===== src/rtl/hazard_pkg.sv =====
// Shared types and RV32 decode constants for the pipeline hazard/stall controller.
package hazard_pkg;

    typedef enum logic {
        RUN     = 1'b0,
        MD_WAIT = 1'b1
    } state_t;

    localparam logic [6:0] LOAD          = 7'b0000011;
    localparam logic [6:0] FLW           = 7'b0000111;
    localparam logic [6:0] OP            = 7'b0110011;
    localparam logic [6:0] FUNCT7_MULDIV = 7'b0000001;

    function automatic logic is_load_op(input logic [6:0] opcode);
        return (opcode == LOAD) || (opcode == FLW);
    endfunction

endpackage


===== src/rtl/hazard_stall_ctrl_if.sv =====
// Pipeline-side view of the hazard controller: decode fields, stall sources and register controls.
interface hazard_stall_ctrl_if #(
    parameter int CNT_W = 32
);
    logic [6:0]       ex_opcode;
    logic [6:0]       ex_funct7;
    logic [4:0]       ex_rd;
    logic [4:0]       id_rs1;
    logic [4:0]       id_rs2;
    logic             id_use_rs1;
    logic             id_use_rs2;
    logic             ex_branch_taken;
    logic             im_stall;
    logic             dm_stall;
    logic             md_done;
    logic             cnt_clr;

    logic             md_start;
    logic             pc_hold;
    logic             if_id_hold;
    logic             id_ex_hold;
    logic             ex_mem_hold;
    logic             mem_wb_hold;
    logic             if_id_flush;
    logic             id_ex_nop;
    logic             ex_mem_nop;
    logic             md_err;
    logic [CNT_W-1:0] stall_cnt;

    modport master (
        output ex_opcode, ex_funct7, ex_rd, id_rs1, id_rs2, id_use_rs1, id_use_rs2,
               ex_branch_taken, im_stall, dm_stall, md_done, cnt_clr,
        input  md_start, pc_hold, if_id_hold, id_ex_hold, ex_mem_hold, mem_wb_hold,
               if_id_flush, id_ex_nop, ex_mem_nop, md_err, stall_cnt
    );

    modport slave (
        input  ex_opcode, ex_funct7, ex_rd, id_rs1, id_rs2, id_use_rs1, id_use_rs2,
               ex_branch_taken, im_stall, dm_stall, md_done, cnt_clr,
        output md_start, pc_hold, if_id_hold, id_ex_hold, ex_mem_hold, mem_wb_hold,
               if_id_flush, id_ex_nop, ex_mem_nop, md_err, stall_cnt
    );
endinterface


===== src/rtl/sat_counter.sv =====
// Saturating up-counter with a synchronous clear that takes priority over increment.
module sat_counter #(
    parameter int CNT_W = 32
) (
    input  logic             clk,
    input  logic             rst,
    input  logic             inc,
    input  logic             clr,
    output logic [CNT_W-1:0] q
);
    logic [CNT_W-1:0] count_reg;

    always_ff @(posedge clk or posedge rst) begin
        if (rst) begin
            count_reg <= '0;
        end else if (clr) begin
            count_reg <= '0;
        end else if (inc && (count_reg != '1)) begin
            count_reg <= count_reg + CNT_W'(1);
        end
    end

    assign q = count_reg;

endmodule


===== src/rtl/hazard_stall_ctrl.sv =====
// Prioritised hold/bubble/flush scheduler for the 5-stage core: memory wait, MUL/DIV, branch, load-use.
module hazard_stall_ctrl
    import hazard_pkg::*;
#(
    parameter int MD_TIMEOUT = 64,
    parameter int CNT_W      = 32
) (
    input  logic               clk,
    input  logic               rst,
    hazard_stall_ctrl_if.slave bus
);
    localparam int                  MD_CNT_W = (MD_TIMEOUT > 2) ? $clog2(MD_TIMEOUT) : 1;
    localparam logic [MD_CNT_W-1:0] MD_LAST  = MD_CNT_W'(MD_TIMEOUT - 1);

    state_t              state_reg, state_next;
    logic [MD_CNT_W-1:0] md_cnt_reg, md_cnt_next;
    logic                done_pend_reg, done_pend_next;
    logic                md_err_reg, md_err_next;

    logic is_load, is_md, mem_wait, load_use, md_ready, md_timeout;
    logic launch, hold_fetch, hold_idex, hold_back, flush, id_nop, ex_nop;

    assign is_load    = is_load_op(bus.ex_opcode);
    assign is_md      = (bus.ex_opcode == OP) && (bus.ex_funct7 == FUNCT7_MULDIV);
    assign mem_wait   = bus.im_stall | bus.dm_stall;
    assign load_use   = is_load && (bus.ex_rd != 5'd0) &&
                        ((bus.id_use_rs1 && (bus.id_rs1 == bus.ex_rd)) ||
                         (bus.id_use_rs2 && (bus.id_rs2 == bus.ex_rd)));
    assign md_ready   = (bus.md_done || done_pend_reg) && !mem_wait;
    assign md_timeout = (md_cnt_reg == MD_LAST);

    always_ff @(posedge clk or posedge rst) begin
        if (rst) begin
            state_reg     <= RUN;
            md_cnt_reg    <= '0;
            done_pend_reg <= 1'b0;
            md_err_reg    <= 1'b0;
        end else begin
            state_reg     <= state_next;
            md_cnt_reg    <= md_cnt_next;
            done_pend_reg <= done_pend_next;
            md_err_reg    <= md_err_next;
        end
    end

    always_comb begin
        state_next     = state_reg;
        md_cnt_next    = md_cnt_reg;
        done_pend_next = done_pend_reg;
        md_err_next    = md_err_reg;
        launch         = 1'b0;
        hold_fetch     = 1'b0;
        hold_idex      = 1'b0;
        hold_back      = 1'b0;
        flush          = 1'b0;
        id_nop         = 1'b0;
        ex_nop         = 1'b0;

        case (state_reg)
            RUN: begin
                if (mem_wait) begin
                    hold_fetch = 1'b1;
                    hold_idex  = 1'b1;
                    hold_back  = 1'b1;
                end else if (is_md && !md_err_reg) begin
                    // After a timeout the unit is not trusted again until reset.
                    launch         = 1'b1;
                    hold_fetch     = 1'b1;
                    hold_idex      = 1'b1;
                    ex_nop         = 1'b1;
                    state_next     = MD_WAIT;
                    md_cnt_next    = '0;
                    done_pend_next = 1'b0;
                end else if (bus.ex_branch_taken) begin
                    flush  = 1'b1;
                    id_nop = 1'b1;
                end else if (load_use) begin
                    hold_fetch = 1'b1;
                    id_nop     = 1'b1;
                end
            end

            MD_WAIT: begin
                md_cnt_next = md_cnt_reg + MD_CNT_W'(1);
                if (md_ready) begin
                    state_next     = RUN;
                    done_pend_next = 1'b0;
                end else if (md_timeout) begin
                    // Forced exit drops the result; a concurrent memory wait still freezes.
                    state_next     = RUN;
                    done_pend_next = 1'b0;
                    md_err_next    = 1'b1;
                    ex_nop         = 1'b1;
                    hold_fetch     = mem_wait;
                    hold_idex      = mem_wait;
                    hold_back      = mem_wait;
                end else begin
                    hold_fetch = 1'b1;
                    hold_idex  = 1'b1;
                    ex_nop     = 1'b1;
                    if (mem_wait) begin
                        hold_back = 1'b1;
                        if (bus.md_done) begin
                            done_pend_next = 1'b1;
                        end
                    end
                end
            end

            default: state_next = RUN;
        endcase
    end

    assign bus.md_start    = launch & ~rst;
    assign bus.pc_hold     = hold_fetch;
    assign bus.if_id_hold  = hold_fetch;
    assign bus.id_ex_hold  = hold_idex;
    assign bus.ex_mem_hold = hold_back;
    assign bus.mem_wb_hold = hold_back;
    assign bus.if_id_flush = flush;
    assign bus.id_ex_nop   = id_nop;
    assign bus.ex_mem_nop  = ex_nop;
    assign bus.md_err      = md_err_reg;

    sat_counter #(
        .CNT_W(CNT_W)
    ) u_stall_cnt (
        .clk (clk),
        .rst (rst),
        .inc (hold_fetch),
        .clr (bus.cnt_clr),
        .q   (bus.stall_cnt)
    );

endmodule


===== src/flat_wrapper.sv =====
// flat-port wrapper written by rule: the top's interface ports become plain ports
module hazard_stall_ctrl_flat import hazard_pkg::*;
#(
    parameter int MD_TIMEOUT = 64,
    parameter int CNT_W      = 32
)
  (clk, rst, bus_ex_opcode, bus_ex_funct7, bus_ex_rd, bus_id_rs1, bus_id_rs2, bus_id_use_rs1, bus_id_use_rs2, bus_ex_branch_taken, bus_im_stall, bus_dm_stall, bus_md_done, bus_cnt_clr, bus_md_start, bus_pc_hold, bus_if_id_hold, bus_id_ex_hold, bus_ex_mem_hold, bus_mem_wb_hold, bus_if_id_flush, bus_id_ex_nop, bus_ex_mem_nop, bus_md_err, bus_stall_cnt);
  hazard_stall_ctrl_if #(.CNT_W(CNT_W)) bus_i ();
  input  logic clk;
  input  logic rst;
  input wire logic [$bits(bus_i.ex_opcode)-1:0] bus_ex_opcode;
  input wire logic [$bits(bus_i.ex_funct7)-1:0] bus_ex_funct7;
  input wire logic [$bits(bus_i.ex_rd)-1:0] bus_ex_rd;
  input wire logic [$bits(bus_i.id_rs1)-1:0] bus_id_rs1;
  input wire logic [$bits(bus_i.id_rs2)-1:0] bus_id_rs2;
  input wire logic [$bits(bus_i.id_use_rs1)-1:0] bus_id_use_rs1;
  input wire logic [$bits(bus_i.id_use_rs2)-1:0] bus_id_use_rs2;
  input wire logic [$bits(bus_i.ex_branch_taken)-1:0] bus_ex_branch_taken;
  input wire logic [$bits(bus_i.im_stall)-1:0] bus_im_stall;
  input wire logic [$bits(bus_i.dm_stall)-1:0] bus_dm_stall;
  input wire logic [$bits(bus_i.md_done)-1:0] bus_md_done;
  input wire logic [$bits(bus_i.cnt_clr)-1:0] bus_cnt_clr;
  output wire logic [$bits(bus_i.md_start)-1:0] bus_md_start;
  output wire logic [$bits(bus_i.pc_hold)-1:0] bus_pc_hold;
  output wire logic [$bits(bus_i.if_id_hold)-1:0] bus_if_id_hold;
  output wire logic [$bits(bus_i.id_ex_hold)-1:0] bus_id_ex_hold;
  output wire logic [$bits(bus_i.ex_mem_hold)-1:0] bus_ex_mem_hold;
  output wire logic [$bits(bus_i.mem_wb_hold)-1:0] bus_mem_wb_hold;
  output wire logic [$bits(bus_i.if_id_flush)-1:0] bus_if_id_flush;
  output wire logic [$bits(bus_i.id_ex_nop)-1:0] bus_id_ex_nop;
  output wire logic [$bits(bus_i.ex_mem_nop)-1:0] bus_ex_mem_nop;
  output wire logic [$bits(bus_i.md_err)-1:0] bus_md_err;
  output wire logic [$bits(bus_i.stall_cnt)-1:0] bus_stall_cnt;
  assign bus_i.ex_opcode = bus_ex_opcode;
  assign bus_i.ex_funct7 = bus_ex_funct7;
  assign bus_i.ex_rd = bus_ex_rd;
  assign bus_i.id_rs1 = bus_id_rs1;
  assign bus_i.id_rs2 = bus_id_rs2;
  assign bus_i.id_use_rs1 = bus_id_use_rs1;
  assign bus_i.id_use_rs2 = bus_id_use_rs2;
  assign bus_i.ex_branch_taken = bus_ex_branch_taken;
  assign bus_i.im_stall = bus_im_stall;
  assign bus_i.dm_stall = bus_dm_stall;
  assign bus_i.md_done = bus_md_done;
  assign bus_i.cnt_clr = bus_cnt_clr;
  assign bus_md_start = bus_i.md_start;
  assign bus_pc_hold = bus_i.pc_hold;
  assign bus_if_id_hold = bus_i.if_id_hold;
  assign bus_id_ex_hold = bus_i.id_ex_hold;
  assign bus_ex_mem_hold = bus_i.ex_mem_hold;
  assign bus_mem_wb_hold = bus_i.mem_wb_hold;
  assign bus_if_id_flush = bus_i.if_id_flush;
  assign bus_id_ex_nop = bus_i.id_ex_nop;
  assign bus_ex_mem_nop = bus_i.ex_mem_nop;
  assign bus_md_err = bus_i.md_err;
  assign bus_stall_cnt = bus_i.stall_cnt;
  hazard_stall_ctrl #(.MD_TIMEOUT(MD_TIMEOUT), .CNT_W(CNT_W)) u_core (.clk(clk), .rst(rst), .bus(bus_i));
endmodule

===== config.mk =====
export PLATFORM = sky130hd
export DESIGN_NAME = hazard_stall_ctrl_flat
export DESIGN_NICKNAME = d
export VERILOG_FILES = /design/src/rtl/hazard_pkg.sv /design/src/rtl/hazard_stall_ctrl_if.sv /design/src/rtl/sat_counter.sv /design/src/rtl/hazard_stall_ctrl.sv /design/src/flat_wrapper.sv
export SDC_FILE = /design/constraint.sdc
export NUM_CORES = 1
export LEC_CHECK = 0
export CELL_PAD_IN_SITES_DETAIL_PLACEMENT = 1
export CELL_PAD_IN_SITES_GLOBAL_PLACEMENT = 1
export CORE_MARGIN = 1
export CORE_UTILIZATION = 31
export DETAILED_ROUTE_END_ITERATION = 16
export PLACE_DENSITY_LB_ADDON = 0.1
export SYNTH_ARGS = -nofsm -noshare
export SYNTH_HDL_FRONTEND = slang
export SYNTH_HIERARCHICAL = 1
export SYNTH_SLANG_ARGS = --single-unit
export TNS_END_PERCENT = 10

===== constraint.sdc =====
create_clock -name clk -period 3.2 [get_ports clk]
set_input_delay 0.64 -clock clk [delete_from_list [all_inputs] [get_ports clk]]
set_output_delay 0.64 -clock clk [all_outputs]
set_load 0.1 [all_outputs]

==> results of run 1 <==
-- worst paths after layout --
path	end	slack, ns	depth (start not counted)
hold / removal	u_core/done_pend_reg$_DFFE_PP0P_	0.55	2
setup / recovery	u_core/u_stall_cnt/q[25]$_DFFE_PP0P_	-0.02	11
hold reg to reg	u_core/done_pend_reg$_DFFE_PP0P_	0.55	2
min in group asynchronous	u_core/md_cnt_reg[3]$_DFFE_PP0P_	0.67	2
max in group asynchronous	u_core/u_stall_cnt/q[26]$_DFFE_PP0P_	2.07	3
setup reg to reg	u_core/u_stall_cnt/q[25]$_DFFE_PP0P_	0.03	10
-- timing repair --
| action | in CTS | in global routing |
|---|---|---|
| endpoints found under the setup margin | 31 | 30 |
| gates cloned | 2 | 0 |
| hold buffers | 0 | 0 |
| setup buffers | 6 | 3 |
| endpoints found under the hold margin | 0 | 0 |
| gates resized for setup | 25 | 26 |
| pin swaps | 19 | 14 |
-- metal layers --
layer / routed length (um) / part of all wire / track usage / vias to the layer above
li1: - / - / - / 1253
met1: 3740 / 0.46 / 0.260 / 1288
met2: 4170 / 0.51 / 0.343 / 34
met3: 169 / 0.021 / 0.0310 / 7
met4: 70 / 0.0086 / 0.0529 / 0
met5: 0 / 0 / 0 / -
-- through the flow --
stage	utilization	setup WS [ns]	instance area (sq um)
final	0.500	-0.0203	3850
after global routing	0.500	-0.160	3850
after CTS	0.486	-0.135	3730
after detailed placement	0.453	-0.840	3480
after global placement	0.453	-0.715	3480
after floorplan	-	-2.26	2490
-- cell families (layout without fill, tap and decap cells) --
logic type | count (synthesis) | after routing | share of synthesized area
AO/OA/AOI/OAI | 81 | 82 | 0.214
XOR/XNOR | 14 | 14 | 0.0499
adder cells (fa/ha/maj) | 2 | 2 | 0.0102
buffers and inverters | 22 | 128 | 0.0407
flip-flops | 41 | 41 | 0.418
multiplexers | 2 | 2 | 0.00866
AND/OR/NAND/NOR | 107 | 108 | 0.259
-- layout by cell type, fill, tap and decap left out, drive strengths merged, types with 4 or more instances in the layout --
| master | instances |
|---|---|
| buf | 75 |
| dfrtp | 41 |
| a21oi | 30 |
| clkdlybuf4s50 | 23 |
| or4 | 17 |
| o21ai | 15 |
| nand2 | 15 |
| or3 | 15 |
| o31ai | 15 |
| nand3 | 14 |
| nor2 | 13 |
| dlymetal6s2s | 10 |
| inv | 10 |
| xor2 | 9 |
| nand4 | 8 |
| clkbuf | 8 |
| and3 | 6 |
| xnor2 | 5 |
| nor4 | 5 |
| and4 | 4 |
| o21bai | 4 |
-- report_power, final --
part / leakage (nW) / switching [W] / internal (W) / total (W)
Combinational: 1.03 / 0.000149 / 0.000122 / 0.000270
Sequential: 0.559 / 0.0000440 / 0.000557 / 0.000601
Clock: 0.0585 / 0.000188 / 0.000255 / 0.000443
Total: 1.64 / 0.000381 / 0.000933 / 0.00131
-- worst reg2reg max path, delay by kind of cell (launching register included) --
family | cells | cell delay, ns
AND/OR/NAND/NOR | 5 | 1.78
flip-flops | 1 | 0.49
AO/OA/AOI/OAI | 4 | 0.67
buffers and inverters | 1 | 0.14
-- final cells by class --
type                       count  area [sq um]
fill                         897          3840
multi-input combinational    208          1500
timing repair buffer         109          1040
sequential                    41          1030
tap                          102           128
clock buffer                   7          86.3
inverter                      11          41.3
clock inverter                 1          30.0
==> flow_summary.toml, run 1 <==
[logic_synthesis]
syn_inst = 269
synth_edf_count = 0
synth_top_cell_by_area = "dfrtp_1"
synth_cell_types = 50
netlist.area_leader.share = 0.418
yosysMostFrequentCell = "dfrtp_1"
yosys_register_bits = 41
synth_nets = 309
synthArstFlopShare = 1.00
syn_area_per_cell_sq_um = 9.14
syn_area_sq_mm = 0.00246
synth_top_flop_cell = "dfrtp_1"
synth.top_cells.by_area = "dfrtp_1 (42%), a21oi_1 (6.1%), or4_1 (4.9%)"
yosysWarnings = 6
synth_commonest_cells = "dfrtp_1 (41), a21oi_1 (30), or4_1 (16)"
yosysSeqAreaShare = 0.418

[detailed_routing]
vias = 2582
route.detailed.drc = 0
first_iter_violations = 97
drt-vias-per-instance = 5.39
routedWlPerCell_um = 17.0
routed_wl_mm = 8.15
ant_nets = 0
firstDrtPassIters = 4

[clock_network]
cts.root.buffer_cell = "clkbuf_8"
clock_latency_ns = 0.30
clock_path_buffers = 2
htree_levels = 2
cts_tree = "yes"
cts_made_buffers = 5
clkSlewWorstSetupHoldPaths_ns = 0.08
clock_sinks = 41

[timing]
period_share = 1.01
fin_ws_ns = -0.0203
worstMarginPinSlew_ns = 0.788
whs_ns = 0.548
period_minus_slack_ns = 3.22
max_slew_margin = 0.470
maxClockFrequency_ghz = 0.311
finalClockSkew_ns = 0.00815
rsz0062_at_grt = "true"
hold_viol_final = 0
setup_viol = 1
report.final.slew_viol_count = 0
tns_ns = -0.0203

[worst_setup_path]
cp.arrival_ns = 3.44
startpoint_type = "input port"
worstSetupEndpointType = "register"
cpMostUsedCell = "or4_4"
cp_cell_sequence = "buf_6, or4_1, or4_4, o211ai_1, o21bai_4, nand4_1, nor3_4, buf_12, o311ai_4, or4_4, a21oi_2"
cp_top_family = "simple AND/OR/NAND/NOR gates"
r2r_start = "u_core/bus.md_err$_DFFE_PP0P_"
critPathRequiredTime_ns = 3.42
cp_slowest_cell = "or4_4"
cp_max_fo = 6
worstSetupPathType = "in2reg"
crit_buf_inv = 2
cp-startpoint = "bus_ex_funct7[2]"
max_stage_delay_ns = 0.57

[power]
p_total_w = 0.00131
power_density_mw_per_mm2 = 342
p_leak_nw = 1.64
ir_worst_vdd_mv = 0.257

[placed_design]
dpl.cell_count = 461
portBuffers = 79
gp_congestion = 0.719
dpl.hpwl_mm = 5.60

[grt]
antenna_found_initial = 0
grt_overflow_total = 0
grt_pass1_vias = 2644
grt_pass1_wl_mm = 13.3
grt_max_degree = 33
gr-usage-all-layers = 0.200

[outcome]
violations = "setup timing"
status = "finished, violations left"

[die]
rows = 32
dieArea_sq_mm = 0.00829
die_x_um = 91.0
ios = 80
die-height_um = 91.0
start_util = 0.320
core-area_sq_mm = 0.00769

[worst_hold_path]
hp-class = "reg2reg"
worstHoldStart = "u_core/done_pend_reg$_DFFE_PP0P_"

[cells_and_area]
largest_reg_flops = 32
final_cells = 479
diodes = 0
drive_above_1_share = 0.297
areaGrowthSynthToFinish_pct = 56.6
final_nets = 416

[flow_run]
drv_cap = 0
No activity file was read; power rests on OpenSTA's default activity.
==> run 2, diff against run 1 <==
CELL_PAD_IN_SITES_DETAIL_PLACEMENT = 2   (was 1)
CELL_PAD_IN_SITES_GLOBAL_PLACEMENT = 2   (was 1)
CORE_UTILIZATION = 33   (was 31)
DONT_BUFFER_PORTS = 1   (was not set)
SLEW_MARGIN = 20   (was not set)
==> flow_summary.toml, run 2 (same netlist as run 1, synthesis figures left out) <==
[grt]
antenna_found_initial = 0
grt_pass1_wl_mm = 13.3
grt_max_degree = 33
grt_pass1_vias = 2697
gr-usage-all-layers = 0.223
grt_overflow_total = 0

[cells_and_area]
areaGrowthSynthToFinish_pct = 30.3
multi_input_comb_area_sq_mm = 0.00141
drive_above_1_share = 0.268
final_cells = 424
diodes = 0
fin_util = 0.444
final_cell_mix = "buf_4 (52), dfrtp_1 (40), a21oi_1 (27)"
final_nets = 364
final_common_cell = "buf_4"
largest_reg_flops = 32
regArea_sq_mm = 0.00103
nFillCells = 813

[timing]
max_slew_margin = 0.375
fin_ws_ns = -0.00950
period_minus_slack_ns = 3.21
rsz0062_at_grt = "true"
hold_viol_final = 0
setup_viol = 1
worstMarginPinSlew_ns = 0.929
finalClockSkew_ns = 0.00736
period_share = 1.00
maxClockFrequency_ghz = 0.312
tns_ns = -0.00950
report.final.slew_viol_count = 0

[worst_setup_path]
critPathRequiredTime_ns = 3.42
cp.arrival_ns = 3.43
cp_top_family = "simple AND/OR/NAND/NOR gates"
cp_max_fo = 6
cp_cell_sequence = "or4_1, or4_4, o211ai_1, o21bai_4, nand4_1, nor3_4, o311ai_4, buf_6, or4_1, a21oi_1"
crit_buf_inv = 1
max_stage_delay_ns = 0.48
startpoint_type = "register"
r2r_start = "u_core/bus.md_err$_DFFE_PP0P_"
cp-startpoint = "u_core/bus.md_err$_DFFE_PP0P_"
cp_slowest_cell = "dfrtp_4"
worstSetupPathType = "reg2reg"
worstSetupEndpointType = "register"
cpMostUsedCell = "or4_1"

[power]
p_leak_nw = 1.31
p_int_w = 0.000782
power_density_mw_per_mm2 = 359
pwr-share-seq = 0.522
ir_worst_vdd_mv = 0.268
pwr-share-clk = 0.297
combPwrFrac = 0.181
p_sw_w = 0.000368
p_total_w = 0.00115
netSwitchingFraction = 0.320

[outcome]
status = "finished, violations left"
violations = "setup timing"

[flow_run]
drv_cap = 0

[clock_network]
cts_hold_buf = 0
cts.root.buffer_cell = "clkbuf_8"
cts_tree = "yes"
clock_latency_ns = 0.30
clock_sinks = 41
htree_levels = 2
clock_path_buffers = 2
clkSlewWorstSetupHoldPaths_ns = 0.08
cts_made_buffers = 5

[detailed_routing]
vias = 2421
routed_wl_mm = 8.25
routedWlPerCell_um = 19.5
ant_nets = 0
first_iter_violations = 45
firstDrtPassIters = 4
route.detailed.drc = 0
drt-vias-per-instance = 5.71

[die]
rows = 31
dieArea_sq_mm = 0.00780
die-height_um = 88.3
core-area_sq_mm = 0.00721
die_x_um = 88.3
start_util = 0.341
ios = 80

[placed_design]
dpl.hpwl_mm = 6.00
portBuffers = 0
gp_congestion = 0.729
dpl.cell_count = 411
post-place-ws_ns = -0.295

[worst_hold_path]
hp-class = "in2async"
## run 2: cell type report
type | count | share of cell area
multi-input cells | 206 | 0.439
flip-flops and latches | 41 | 0.322
repair buffers | 59 | 0.162
well taps | 99 | 0.0387
clock buffers | 6 | 0.0227
inverters | 11 | 0.0129
clock inverters | 2 | 0.00313
## run 2: path summary, 6_finish.rpt
kind                                                   endpoint  slack [ns]  cells after the start
max                        u_core/u_stall_cnt/q[21]$_DFFE_PP0P_       -0.01                     10
max in group asynchronous  u_core/u_stall_cnt/q[15]$_DFFE_PP0P_        2.19                      2
min reg2reg                    u_core/md_cnt_reg[2]$_DFFE_PP0P_        0.54                      1
min                                  u_core/state_reg$_DFF_PP0_        0.20                      1
min in group clk           u_core/u_stall_cnt/q[23]$_DFFE_PP0P_        0.39                      1
max reg2reg                u_core/u_stall_cnt/q[21]$_DFFE_PP0P_       -0.01                     10
## run 2: stage by stage
| stage | cell area (sq um) | hold slack [ns] |
|---|---|---|
| final | 3200 | 0.197 |
| after global routing | 3200 | 0.205 |
| after CTS | 3140 | 0.193 |
| after detailed placement | 3030 | 0.520 |
| after global placement | 3030 | 0.520 |
| after floorplan | 2490 | 0.468 |
## run 2: power by group through the flow
stage	combinational [W]	sequential (W)	clock (W)
2_1_floorplan	0.000130	0.000631	0
3_3_place_gp	0.000202	0.000606	0
3_5_place_dp	0.000210	0.000611	0
4_1_cts	0.000211	0.000600	0.000356
5_1_grt	0.000228	0.000606	0.000381
6_report	0.000208	0.000600	0.000342
## run 2: routing by layer
metal | vias up | share of wire | track usage
li1 | 1139 | - | -
met1 | 1235 | 0.42 | 0.266
met2 | 42 | 0.53 | 0.405
met4 | 0 | 0.0061 | 0.0484
met5 | - | 0 | 0
met3 | 5 | 0.043 | 0.0522
## run 2: what timing repair did
item	4_1_cts	5_1_grt
setup buffers	0	5
setup endpoints to repair	4	18
gates resized for setup	3	8
pin swaps	0	6
